--- src/rtl/sipo_pkg.sv ---
// sipo_pkg: shared constants and helpers for the sipo deserializer (default width, bit-counter width)
package sipo_pkg;
  localparam int SIPO_DEF_WIDTH = 10;
  function automatic int cnt_width(input int width);
    return $clog2(width);
  endfunction
endpackage

--- src/rtl/sipo_bit_cnt.sv ---
// sipo_bit_cnt: free-running bit counter 0..term with sync active-low reset; wrap is high while the count equals term
module sipo_bit_cnt
  import sipo_pkg::*;
#(
  parameter int W = cnt_width(SIPO_DEF_WIDTH)
) (
  input  logic         clk,
  input  logic         reset,
  input  logic [W-1:0] term,
  output logic         wrap
);
  logic [W-1:0] cnt;
  assign wrap = cnt == term;
  always_ff @(posedge clk)
    cnt <= (!reset || wrap) ? '0 : cnt + 1'b1;
endmodule

--- src/rtl/sipo.sv ---
// sipo: serial-in parallel-out shifter (clk, reset sync active-low, s_in -> parallel_out[WIDTH], word_valid strobe); framing built only with SIPO_WORD_VALID_EN
module sipo
  import sipo_pkg::*;
#(
  parameter int WIDTH     = SIPO_DEF_WIDTH,
  parameter int MSB_FIRST = 1
) (
  input  logic             clk,
  input  logic             reset,
  input  logic             s_in,
  output logic [WIDTH-1:0] parallel_out,
  output logic             word_valid
);
  localparam int CW = cnt_width(WIDTH);
  always_ff @(posedge clk)
    parallel_out <= !reset ? '0 :
                    (MSB_FIRST != 0) ? {parallel_out[WIDTH-2:0], s_in} : {s_in, parallel_out[WIDTH-1:1]};
`ifdef SIPO_WORD_VALID_EN
  logic wrap;
  sipo_bit_cnt #(.W(CW)) u_bit_cnt (
    .clk  (clk),
    .reset(reset),
    .term (CW'(WIDTH - 1)),
    .wrap (wrap)
  );
  always_ff @(posedge clk)
    word_valid <= reset && wrap;
`else
  assign word_valid = 1'b0;
`endif
endmodule

--- config.mk ---
export PLATFORM = sky130hd
export DESIGN_NAME = sipo
export DESIGN_NICKNAME = d
export VERILOG_FILES = /design/src/rtl/sipo_pkg.sv /design/src/rtl/sipo_bit_cnt.sv /design/src/rtl/sipo.sv
export SDC_FILE = /design/constraint.sdc
export NUM_CORES = 1
export LEC_CHECK = 0
export CORE_AREA = 4 4 41 43
export DETAILED_ROUTE_END_ITERATION = 10
export DIE_AREA = 0 0 45 47
export GPL_ROUTABILITY_DRIVEN = 1
export PLACE_DENSITY = 0.48
export RECOVER_POWER = 100
export SETUP_SLACK_MARGIN = 0.4
export SLEW_MARGIN = 20
export SYNTH_ARGS = -nofsm -noshare
export SYNTH_HDL_FRONTEND = slang
export SYNTH_SLANG_ARGS = --single-unit
export TNS_END_PERCENT = 30
--- constraint.sdc ---
create_clock -name clk -period 0.8 [get_ports clk]
set_input_delay 0.12 -clock clk [delete_from_list [all_inputs] [get_ports clk]]
set_output_delay 0.12 -clock clk [all_outputs]
set_load 0.03 [all_outputs]
==> impl_metrics.json <==
{
  "status": "finished, violations left",
  "violations": "setup timing",
  "hpwlAfterDp_um": 378,
  "clk-insertion-delay-late_ns": 0.26,
  "critPathMaxFanout": 2,
  "ys_seq_area_share_pct": 73.1,
  "routedWlPerCell_um": 9.23,
  "numPortBuffers": 12,
  "critical_path_class": "reg2out",
  "postRouteAntennaNets": 0,
  "dp.cells": 48,
  "cap_violations": 0,
  "power_density_nw_per_um2": 2000,
  "worst-path-stages": 1,
  "rsz0062_at_grt": "true",
  "setup_tns_ns": -0.444,
  "cts.htree.levels": 1,
  "skew_ns": 0.00101,
  "clock.fmax_mhz": 1180,
  "remaining_drc_errors": 0,
  "startpoint_type": "register",
  "syn_avg_cell_area_um2": 12.5,
  "clkPwrFrac_pct": 44.6,
  "drive_gt1_share_pct": 64.9,
  "cp.arrival_ns": 0.73,
  "swShare_pct": 20.1,
  "maxSlewViolCount": 0,
  "cpLargestDelayFamily": "flip-flops",
  "numCtsBuffers": 3,
  "fin_crit_ns": 0.850,
  "antenna_found_initial": 0,
  "vias_per_cell": 3.67,
  "via_count": 191,
  "rr_startpoint": "parallel_out[1]",
  "finalNonFillerCells": 52,
  "max_stage_delay_ns": 0.34,
  "die_w_um": 45,
  "clk_pin_slew_worst_paths_ns": 0.06,
  "cts_sinks": 10,
  "core_um2": 1300,
  "rrSetupSlack_ns": 0.23,
  "crit_path_cell_trace": "buf_6",
  "seqPwrFrac_pct": 49.7,
  "largest_reg_flops": 10,
  "p_sw_mw": 0.197,
  "netlist_instances": 22,
  "clockBufferDepth": 2,
  "worstSetupEndpoint": "parallel_out[1]",
  "fillers": 138,
  "internal-power_mw": 0.781,
  "crit_required_ns": 0.68,
  "grt_start_max_net_pins": 11,
  "top_register": "parallel_out",
  "grt_pass1_wl_um": 800,
  "ir_drop_v": 0.000846,
  "worstReg2RegEnd": "parallel_out[2]",
  "grt_usage_pct": 5.87,
  "die_area_um2": 2120,
  "post-route-period-util_pct": 106,
  "combPwrFrac_pct": 5.7,
  "hp-class": "in2reg",
  "final_hold_viol_count": 0,
  "synth.cell_area_um2": 274,
  "synth-seq-cells": 10,
  "rows": 13,
  "p_leak_nw": 0.213,
  "path_buf_inv": 1,
  "wl_um": 480,
  "syn_to_final_growth_pct": 78.1,
  "cts_tree": "done",
  "first_pass_iters": 1,
  "r2r.worst_path.cells": 1,
  "n_antenna_cell": 0,
  "finalNetCount": 41,
  "die_h_um": 47,
  "worst_slack_ns": -0.0499,
  "endpoint_kind": "primary output",
  "cp-startpoint": "parallel_out[1]",
  "initial_core_util_pct": 21.1,
  "hold_path_depth": 2,
  "netlist-cell-type-count": 4,
  "setup_viol": 10,
  "grt_pass1_vias": 198,
  "crit_slowest_cell": "dfxtp_4",
  "ioPinCount": 14,
  "top_regs": "parallel_out: 10 flops",
  "grt_overflow": 0,
  "yosysWarnings": 0,
  "root_buffer": "clkbuf_4",
  "gp_congestion": 0.618,
  "drt_iter0_drc": 0,
  "post_cts_buffers": 0,
  "syn_nets": 25
}
==> area by class of cell <==
class	count	area, um2	share of cell area, %
sequential	10	235	48.2
timing repair buffer	12	131	26.9
tap	15	18.8	3.85
clock buffer	4	36.3	7.44
multi-input combinational	11	66.3	13.6
==> worst min-delay path by stage <==
stage / from / endpoint / slack (ns)
after floorplan: reset / parallel_out[0] / 0.24
after global placement: parallel_out[4] / parallel_out[5] / 0.45
after detailed placement: parallel_out[4] / parallel_out[5] / 0.45
after CTS: s_in / parallel_out[0] / 0.18
after global routing: s_in / parallel_out[0] / 0.20
final: s_in / parallel_out[0] / 0.19
==> cells in the final DEF, fill, tap and decap left out <==
master / n
and2_1: 10
clkdlybuf4s25_1: 1
dfxtp_4: 9
dfxtp_2: 1
dlygate4sd2_1: 1
conb_1: 1
clkbuf_8: 1
buf_6: 10
clkbuf_4: 3
==> synth_stat cells <==
| cell | number | area (um2) |
|---|---|---|
| dfxtp_1 | 10 | 200 |
| conb_1 | 1 | 3.75 |
| buf_4 | 1 | 7.51 |
| and2_1 | 10 | 62.6 |
==> stage by stage <==
stage,hold slack (ns),power (mW),worst slack (ns),utilization (%),instance area (um2)
2_1_floorplan,0.241,0.527,0.199,-,308
3_3_place_gp,0.451,0.549,-0.155,31.8,414
3_5_place_dp,0.451,0.550,-0.199,31.8,414
4_1_cts,0.176,1.00,-0.0658,37.6,489
5_1_grt,0.196,1.03,-0.0801,37.5,488
6_report,0.187,0.978,-0.0499,37.5,488
==> metal layers <==
layer | global-route usage (%) | routed length [um] | vias up
met4 | 7.02 | 0 | 0
li1 | - | - | 96
met1 | 5.53 | 189 | 84
met3 | 3.83 | 72 | 0
met2 | 7.91 | 217 | 11
met5 | 0 | 0 | -
==> kinds of logic (layout without fill, tap and decap cells) <==
group	after synthesis	in the layout	share of synthesized area, %
buffers and inverters	1	16	2.74
DFF	10	10	73.1
and+or+nand+nor	10	10	22.8
other	1	1	1.37
==> power groups by stage <==
stage | sequential, mW | clock (mW) | combinational (mW)
finish | 0.486 | 0.436 | 0.0556
CTS | 0.486 | 0.459 | 0.0568
global route | 0.487 | 0.484 | 0.0593
detailed placement | 0.496 | 0 | 0.0545
global placement | 0.496 | 0 | 0.0535
floorplan | 0.512 | 0 | 0.0145
==> what timing repair did <==
action / in CTS / in global routing
pin swaps: 0 / 0
hold buffers: 0 / 0
resized for setup: 15 / 0
setup endpoints to repair: 20 / 19
hold endpoints to repair: 0 / 0
No activity file was read; power rests on OpenSTA's default activity.
